<file path="src/rtl/fifo_pkg.sv">
// fifo_pkg: default FIFO geometry shared by the FIR datapath stages.
package fifo_pkg;
  localparam int FIFO_DATA_WIDTH = 32;
  localparam int FIFO_ADDR_WIDTH = 7;
endpackage

</file>
<file path="src/rtl/fifo_ram.sv">
// fifo_ram: DEPTH x DATA_WIDTH storage, one write port and one registered read port.
module fifo_ram
  import fifo_pkg::*;
#(
  parameter int DATA_WIDTH = FIFO_DATA_WIDTH,
  parameter int ADDR_WIDTH = FIFO_ADDR_WIDTH
) (
  input  logic                  clk,
  input  logic                  reset,
  input  logic                  we,
  input  logic [ADDR_WIDTH-1:0] waddr,
  input  logic [DATA_WIDTH-1:0] wdata,
  input  logic                  re,
  input  logic [ADDR_WIDTH-1:0] raddr,
  output logic [DATA_WIDTH-1:0] rdata
);
  localparam int DEPTH = 2 ** ADDR_WIDTH;
  logic [DATA_WIDTH-1:0] mem_q [DEPTH];
  logic [DATA_WIDTH-1:0] rdata_d, rdata_q;
  always_ff @(posedge clk) begin
    if (we) mem_q[waddr] <= wdata;
  end
  // A same-edge write to the read slot (full FIFO, write + pop) returns the old head.
  always_comb rdata_d = re ? mem_q[raddr] : rdata_q;
  always_ff @(posedge clk or posedge reset) begin
    if (reset) rdata_q <= '0;
    else       rdata_q <= rdata_d;
  end
  assign rdata = rdata_q;
endmodule

</file>
<file path="src/rtl/fifo_sync_param.sv">
// fifo_sync_param: single-clock FIFO with reserve threshold, nap reads, occupancy and sticky errors.
module fifo_sync_param
  import fifo_pkg::*;
#(
  parameter int DATA_WIDTH = FIFO_DATA_WIDTH,
  parameter int ADDR_WIDTH = FIFO_ADDR_WIDTH
) (
  input  logic                  clk,
  input  logic                  reset,
  input  logic [DATA_WIDTH-1:0] data_in,
  input  logic                  wr_valid,
  output logic                  wr_request,
  output logic                  full,
  input  logic [ADDR_WIDTH-1:0] reserve,
  input  logic                  rd_request,
  input  logic                  nap,
  output logic [DATA_WIDTH-1:0] data_out,
  output logic                  rd_valid,
  output logic                  empty,
  output logic [ADDR_WIDTH:0]   fifo_util,
  output logic                  overflow,
  output logic                  underflow,
  input  logic                  clear_err
);
  localparam logic [ADDR_WIDTH:0] DEPTH_C = {1'b1, {ADDR_WIDTH{1'b0}}};
  localparam logic [ADDR_WIDTH:0] ONE = {{ADDR_WIDTH{1'b0}}, 1'b1};
  logic [ADDR_WIDTH:0] wr_ptr_q, wr_ptr_d, rd_ptr_q, rd_ptr_d;
  logic [ADDR_WIDTH:0] count, count_d, space_d;
  logic wr_en, rd_en, pop;
  logic wr_request_q, wr_request_d, rd_valid_q, rd_valid_d;
  logic overflow_q, overflow_d, underflow_q, underflow_d;
  // A popping read frees the slot in the same edge, so a full FIFO still takes the write.
  always_comb begin
    count        = wr_ptr_q - rd_ptr_q;
    empty        = count == '0;
    full         = count == DEPTH_C;
    rd_en        = rd_request & !empty;
    pop          = rd_en & !nap;
    wr_en        = wr_valid & (!full | pop);
    wr_ptr_d     = wr_en ? wr_ptr_q + ONE : wr_ptr_q;
    rd_ptr_d     = pop ? rd_ptr_q + ONE : rd_ptr_q;
    count_d      = wr_ptr_d - rd_ptr_d;
    space_d      = DEPTH_C - count_d;
    wr_request_d = space_d > {1'b0, reserve};
    rd_valid_d   = rd_en;
    overflow_d   = (overflow_q & !clear_err) | (wr_valid & !wr_en);
    underflow_d  = (underflow_q & !clear_err) | (rd_request & empty);
  end
  always_ff @(posedge clk or posedge reset) begin
    if (reset) begin
      wr_ptr_q     <= '0;
      rd_ptr_q     <= '0;
      wr_request_q <= 1'b0;
      rd_valid_q   <= 1'b0;
      overflow_q   <= 1'b0;
      underflow_q  <= 1'b0;
    end else begin
      wr_ptr_q     <= wr_ptr_d;
      rd_ptr_q     <= rd_ptr_d;
      wr_request_q <= wr_request_d;
      rd_valid_q   <= rd_valid_d;
      overflow_q   <= overflow_d;
      underflow_q  <= underflow_d;
    end
  end
  fifo_ram #(.DATA_WIDTH(DATA_WIDTH), .ADDR_WIDTH(ADDR_WIDTH)) u_ram (
    .clk   (clk),
    .reset (reset),
    .we    (wr_en),
    .waddr (wr_ptr_q[ADDR_WIDTH-1:0]),
    .wdata (data_in),
    .re    (rd_en),
    .raddr (rd_ptr_q[ADDR_WIDTH-1:0]),
    .rdata (data_out)
  );
  assign fifo_util  = count;
  assign wr_request = wr_request_q;
  assign rd_valid   = rd_valid_q;
  assign overflow   = overflow_q;
  assign underflow  = underflow_q;
endmodule

</file>
<file path="config.mk">
export PLATFORM = sky130hd
export DESIGN_NAME = fifo_sync_param
export DESIGN_NICKNAME = d
export VERILOG_FILES = /design/src/rtl/fifo_pkg.sv /design/src/rtl/fifo_ram.sv /design/src/rtl/fifo_sync_param.sv
export SDC_FILE = /design/constraint.sdc
export NUM_CORES = 2
export LEC_CHECK = 0
export BUFFER_PORTS_ARGS = -buffer_cell sky130_fd_sc_hd__buf_2
export CORE_ASPECT_RATIO = 1.1
export CORE_MARGIN = 2
export CORE_UTILIZATION = 30
export DETAILED_ROUTE_END_ITERATION = 16
export SKIP_CTS_REPAIR_TIMING = 1
export SYNTH_ARGS = -nofsm -noshare
export SYNTH_HDL_FRONTEND = slang
export SYNTH_SLANG_ARGS = --single-unit
</file>
<file path="constraint.sdc">
create_clock -name clk -period 6.3 [get_ports clk]
set_input_delay 0.63 -clock clk [delete_from_list [all_inputs] [get_ports clk]]
set_output_delay 0.63 -clock clk [all_outputs]
set_load 0.01 [all_outputs]
</file>
# Yosys cells after proc, flatten, opt, wreduce, memory -nomap -nowiden
# Memories as Yosys holds them, arrays and structs flattened. A register that Yosys moved wholly into a read port is not among the register bits.
# Index checks and enable logic that the tools add are counted.
[word_totals]
mem_count = 1
in_bits = 45
output_inout_bits = 46
ramBits = 4096
elab_cells = 34
regBits = 20
[mem_list]
columns = ["name", "words", "word_bits", "rd", "rd_ports_with_merged_regs", "wr", "line", "source"]
rows = [
  ["u_ram.mem_q", 128, 32, 1, 1, 1, "fifo_ram.sv:18", "logic [DATA_WIDTH-1:0] mem_q [DEPTH];"],
]
[classes]
order_cmp = 1
n_mux = 4
n_reduce_logical = 6
add_sub_neg = 5
n_eq_ne = 1
bitwise = 10
[op_table]
columns = ["operator", "count"]
rows = [
  ["adder 8 x 1 -> 8 bit, second input constant", 2],
  ["two-way mux 8 bit", 2],
  ["subtractor 8 bit", 2],
  ["equality test 8 bit, second input constant", 1],
  ["greater-than comparator 8 x 7 -> 1 bit", 1],
  ["logical NOT 8 bit", 1],
  ["subtractor 8 bit, first input constant", 1],
  ["bitwise AND 1 bit", 7],
  ["logical NOT 1 bit", 5],
  ["bitwise OR 1 bit", 3],
  ["two-way mux 1 bit", 2],
]

# Longest topological paths before layout
[depth]
word_depth = 11
depth_mapped = 29
mapped_depth_nobuf = 25

# Hierarchy
# A second synthesis with hierarchy kept.
[hier_totals]
cells_unflattened = 7826
hier_area_um2 = 160348.8
[by_module_without_submodules]
columns = ["module", "area_per_inst_um2", "cells_per_inst", "n_inst"]
rows = [
  ["fifo_ram", 158438.2, 7619, 1],
  ["fifo_sync_param", 1910.6, 207, 1],
]

# Least setup slack after synthesis
# No wires, ideal clock.
[synth_path]
path_kind = "flip-flop to flip-flop"
start = "register rd_ptr_q[3]"
end = "memory u_ram.mem_q[127][0] (netlist name) (enable)"
stages_incl_launch_ff = 14
arrival_time_ns = 5.565
slack_ns = 0.257
n_path_buf = 4
cell_sequence = "dfrtp_1 > clkbuf_1 > inv_1 > clkbuf_1 > clkbuf_1 > ha_1 > clkbuf_1 > nor2_1 > a21oi_1 > xnor2_1 > nor2_1 > o211ai_1 > inv_2 > a211oi_1"
[synth_via]
elab_cells_between_ends = 11
[synth_rtl]
columns = ["element", "line", "source"]
rows = [
  ["from (decl)", "fifo_sync_param.sv:27", "logic [ADDR_WIDTH:0] wr_ptr_q, wr_ptr_d, rd_ptr_q, rd_ptr_d;"],
  ["from (signal assigned)", "fifo_sync_param.sv:59", "rd_ptr_q <= rd_ptr_d;"],
  ["subtractor 8 bit", "fifo_sync_param.sv:34", "count = wr_ptr_q - rd_ptr_q;"],
  ["via fifo_util[4]", "fifo_sync_param.sv:20", "output logic [ADDR_WIDTH:0] fifo_util,"],
  ["equality test 8 bit", "fifo_sync_param.sv:36", "full = count == DEPTH_C;"],
  ["via full", "fifo_sync_param.sv:13", "output logic full,"],
  ["logical NOT 1 bit", "fifo_sync_param.sv:39", "wr_en = wr_valid & (!full | pop);"],
  ["bitwise OR 1 bit", "fifo_sync_param.sv:39", ""],
  ["bitwise AND 1 bit", "fifo_sync_param.sv:39", ""],
  ["two-way mux 1 bit", "fifo_ram.sv:21", "if (we) mem_q[waddr] <= wdata;"],
  ["two-way mux 1 bit (implied by the code)", "fifo_ram.sv:21", ""],
  ["to (decl)", "fifo_ram.sv:18", ""],
]
# The timed path passes the listed nets, and every way through them passes these cells.

# Worst setup path in the final report
[layout_path]
start = "register wr_ptr_q[0]"
end = "register wr_request_q (netlist: wr_request)"
[layout_via]
elab_cells_between_ends = 15
[layout_rtl]
columns = ["element", "line", "source"]
rows = [
  ["from (decl)", "fifo_sync_param.sv:27", ""],
  ["from (signal assigned)", "fifo_sync_param.sv:58", "wr_ptr_q <= wr_ptr_d;"],
  ["subtractor 8 bit", "fifo_sync_param.sv:34", ""],
  ["logical NOT 8 bit", "fifo_sync_param.sv:35", "empty = count == '0;"],
  ["logical NOT 1 bit", "fifo_sync_param.sv:37", "rd_en = rd_request & !empty;"],
  ["bitwise AND 1 bit", "fifo_sync_param.sv:37", ""],
  ["bitwise AND 1 bit", "fifo_sync_param.sv:38", "pop = rd_en & !nap;"],
  ["two-way mux 8 bit", "fifo_sync_param.sv:41", "rd_ptr_d = pop ? rd_ptr_q + ONE : rd_ptr_q;"],
  ["via rd_ptr_d[1]", "fifo_sync_param.sv:27", ""],
  ["subtractor 8 bit", "fifo_sync_param.sv:42", "count_d = wr_ptr_d - rd_ptr_d;"],
  ["subtractor 8 bit", "fifo_sync_param.sv:43", "space_d = DEPTH_C - count_d;"],
  ["greater-than comparator 8 x 7 -> 1 bit", "fifo_sync_param.sv:44", "wr_request_d = space_d > {1'b0, reserve};"],
  ["via wr_request_d", "fifo_sync_param.sv:30", "logic wr_request_q, wr_request_d, rd_valid_q, rd_valid_d;"],
  ["to (signal assigned)", "fifo_sync_param.sv:60", "wr_request_q <= wr_request_d;"],
  ["to (decl)", "fifo_sync_param.sv:30", ""],
]
# The timed path passes the listed nets, and every way through them passes these cells.

==> flow_metrics.py <==
metrics = {
    "placed_design": {
        "placed_area_sq_mm": 0.1704,
        "pre_cts_ws_ns": 0.3802,
        "gp_congestion": 0.8646,
        "hpwlAfterDp_mm": 282.5,
        "dp_cells": 14372,
        "numPortBuffers": 90,
    },
    "die": {
        "boundaryPins": 91,
        "rows": 279,
        "die_w_um": 697.0,
        "fp.dieH_um": 766.3,
        "dieArea_sq_mm": 0.5341,
        "core_area_sq_mm": 0.5254,
        "start_util": 0.3016,
    },
    "critical_path": {
        "start_kind": "register",
        "crit_type": "reg -> reg",
        "cp_slowest_cell": "dfrtp_1",
        "endpoint_kind": "register",
        "crit_arrival_ns": 6.77,
        "cp_cell_sequence": "inv_1 -> ha_1 -> fa_1 -> nand2b_1 -> a21oi_1 -> xnor2_1 -> or2_2 -> a211o_1 -> nand2_2 -> nor2_1 -> mux2_2 -> ha_1 -> ha_1 -> fa_1 -> a21o_1 -> a21oi_1 -> xnor2_1 -> ha_1 -> a21o_1 -> a21oi_1 -> a22oi_1 -> nor3_1 -> mux2i_1",
        "path_buf_inv": 1,
        "cp_data_required_time_ns": 7.14,
        "path_common_cell": "ha_1",
        "slowest_delay_ns": 0.48,
        "crit_fanout": 7,
        "critPathTopFamily": "adder cells",
    },
    "yosys": {
        "synthArstFlopShare": 0.01254,
        "yosysSeqAreaShare": 0.7843,
        "yosysUniqueCellTypes": 70,
        "syn-num-nets": 7317,
        "syn_inst": 7241,
        "ys_warn_count": 0,
        "synth_seq_cells": 4148,
        "synth_edf_count": 4096,
        "avgSynthCellArea_sq_um": 21.89,
        "netlist_area_sq_mm": 0.1585,
        "synth_ff_type": "edfxtp_1",
    },
    "grt": {
        "grt_max_degree": 148,
        "grt_usage": 0.1679,
        "antenna_found_initial": 51,
        "grt_pass1_vias": 79734,
        "grt-ovfl-total": 0,
        "grt_pass1_wl_mm": 640.3,
    },
    "timing": {
        "finalHoldViolations": 0,
        "rsz0062_at_grt": "no",
        "fin_worst_skew_ns": 0.05078,
        "setup_viol": 0,
        "maxSlewViolCount": 0,
        "tightestPinTransition_ns": 1.441,
        "finalWorstSetupSlack_ns": 0.3749,
        "clock.fmax_mhz": 168.8,
        "slew_headroom": 0.03805,
        "period_share": 0.9405,
        "fin_crit_ns": 5.925,
        "setup_tns_ns": 0,
    },
    "layout": {
        "layout.nets": 7844,
        "layout-area-overhead-vs-synth_pct": 15.98,
        "stdcell_count": 15153,
        "fin_util": 0.3499,
        "drive_above_1_share": 0.2584,
        "seq_area_sq_mm": 0.1243,
        "layout_commonest_cell": "edfxtp_1",
        "stdcell_area_sq_mm": 0.1838,
        "multi_input_area_sq_mm": 0.03331,
        "mostFrequentLayoutCells": "4,096 x edfxtp_1, 863 x mux4_2, 476 x mux2i_1, 420 x clkbuf_16, 400 x buf_4",
        "nFillCells": 48145,
    },
    "power_and_ir_drop": {
        "peakVddDrop_uv": 423.6,
        "leakagePower_nw": 57.29,
        "p_per_area_mw_per_mm2": 426.3,
    },
    "clocking": {
        "insertion_delay_ns": 0.99,
        "clockBufferDepth": 4,
        "clock_tree.root_cell": "clkbuf_16",
        "clock_sinks": 4148,
        "cts_max_level": 5,
        "cts_tree": "built",
        "cts_buffers": 415,
        "cts.clk_slew.worst_paths_ns": 0.06,
    },
    "detailed_routing": {
        "wire_per_inst_um": 30.70,
        "first_pass_iters": 6,
        "drc": 0,
        "drtIter0Drc": 11820,
        "routed_wl_mm": 465.2,
        "vias": 80450,
        "viasPerCell": 5.309,
        "ant_nets": 0,
    },
    "flow_run": {
        "maxCapViolCount": 0,
    },
    "min_path": {
        "hold_class": "in -> reg",
    },
    "status": {
        "outcome": "finished clean",
    },
}
==> area by class of cell <==
class,count,area share
Sequential cell,4148,0.6764
Antenna cell,17,0.0002314
Tap cell,7025,0.04782
Clock buffer,543,0.06007
Multi-Input combinational cell,2679,0.1812
Timing Repair Buffer,490,0.02116
Clock inverter,217,0.01239
Inverter,34,0.0007420
==> power by group <==
group,leakage [nW],total [mW],internal (mW),switching (mW)
Sequential,37.4,31.4,31.0,0.449
Clock,6.47,24.4,13.9,10.5
Combinational,13.4,22.5,8.74,13.8
==> synth_stat cells (10+ instances only) <==
cell type     n  area (sq um)
a211oi_1     18         135.1
a21oi_1      39         195.2
a221oi_1     37         324.1
a22o_1       23         201.4
a22oi_1     114         855.8
a31oi_1      51         319.1
a32oi_1      11         96.34
buf_1        46         172.7
buf_2       125         625.6
buf_4        61         457.9
clkbuf_1    141         529.3
dfrtp_1      52          1301
edfxtp_1   4096        123000
ha_1         29         362.9
inv_1        29         108.9
mux2i_1     476          4765
mux4_2      863         19440
nand2_1     190         713.2
nand2b_1     10         62.56
nand3_1      43         215.2
nand4_1      20         125.1
nor2_1      250         938.4
nor2b_1      15         93.84
nor3_1       30         150.1
nor4_1       54         337.8
o2111ai_1    10         87.58
o21ai_0      46         230.2
o221ai_1     13         113.9
o22ai_1     207          1295
or3_1        14         87.58
xnor2_1      22         192.7
==> stage by stage <==
stage	power (mW)	hold slack, ns
6_report	78.36	0.01170
5_1_grt	80.65	0.006743
4_1_cts	78.76	-0.3986
3_5_place_dp	54.59	0.4905
3_3_place_gp	54.53	0.4770
2_1_floorplan	45.30	0.4604
==> state kept, by name, indices dropped and copies added (netlist names) <==
signal / cells
u_ram.rdata: 32
wr_request: 1
rd_ptr_q: 8
overflow: 1
underflow: 1
u_ram.mem_q: 4096
wr_ptr_q: 8
rd_valid: 1
==> metal layers <==
metal / wire [um] / track usage / vias up / share of wire
met5: 54 / 0 / - / 0.00012
met4: 19160 / 0.06419 / 8 / 0.041
met3: 42510 / 0.03069 / 736 / 0.091
met2: 221500 / 0.2724 / 4350 / 0.48
met1: 181900 / 0.2250 / 43611 / 0.39
li1: - / - / 31745 / -
==> worst register-to-register path, stage by stage (launching register included) <==
cell and delay, ns:
dfrtp_1 0.48, inv_1 0.19, ha_1 0.25, fa_1 0.44, nand2b_1 0.23, a21oi_1 0.29
xnor2_1 0.21, or2_2 0.16, a211o_1 0.18, nand2_2 0.09, nor2_1 0.35, mux2_2 0.41
ha_1 0.28, ha_1 0.22, fa_1 0.47, a21o_1 0.19, a21oi_1 0.22, xnor2_1 0.16
ha_1 0.28, a21o_1 0.18, a21oi_1 0.17, a22oi_1 0.13, nor3_1 0.16, mux2i_1 0.10
==> path summary, 6_finish.rpt <==
kind	slack (ns)	cells past startpoint	to	from
min in group asynchronous	0.18	3	wr_ptr_q[7]	reset
worst max register to register	0.37	23	wr_request	wr_ptr_q[0]
worst min register to register	0.50	1	rd_ptr_q[7]	rd_ptr_q[7]
worst min-delay path	0.01	2	underflow	rd_request
max in group asynchronous	4.73	4	u_ram.rdata[5]	reset
worst max-delay path	0.37	23	wr_request	wr_ptr_q[0]
==> kinds of logic after synthesis <==
logic type / count (synthesis) / share of synthesized area
AO/OA/AOI/OAI: 632 / 0.02781
XOR/XNOR: 31 / 0.001713
AND/OR/NAND/NOR: 645 / 0.01829
flip-flops: 4148 / 0.7843
buffers and inverters: 414 / 0.01253
multiplexers: 1340 / 0.1528
adder cells (fa/ha/maj): 31 / 0.002542
(Power assumes the default switching activity.)
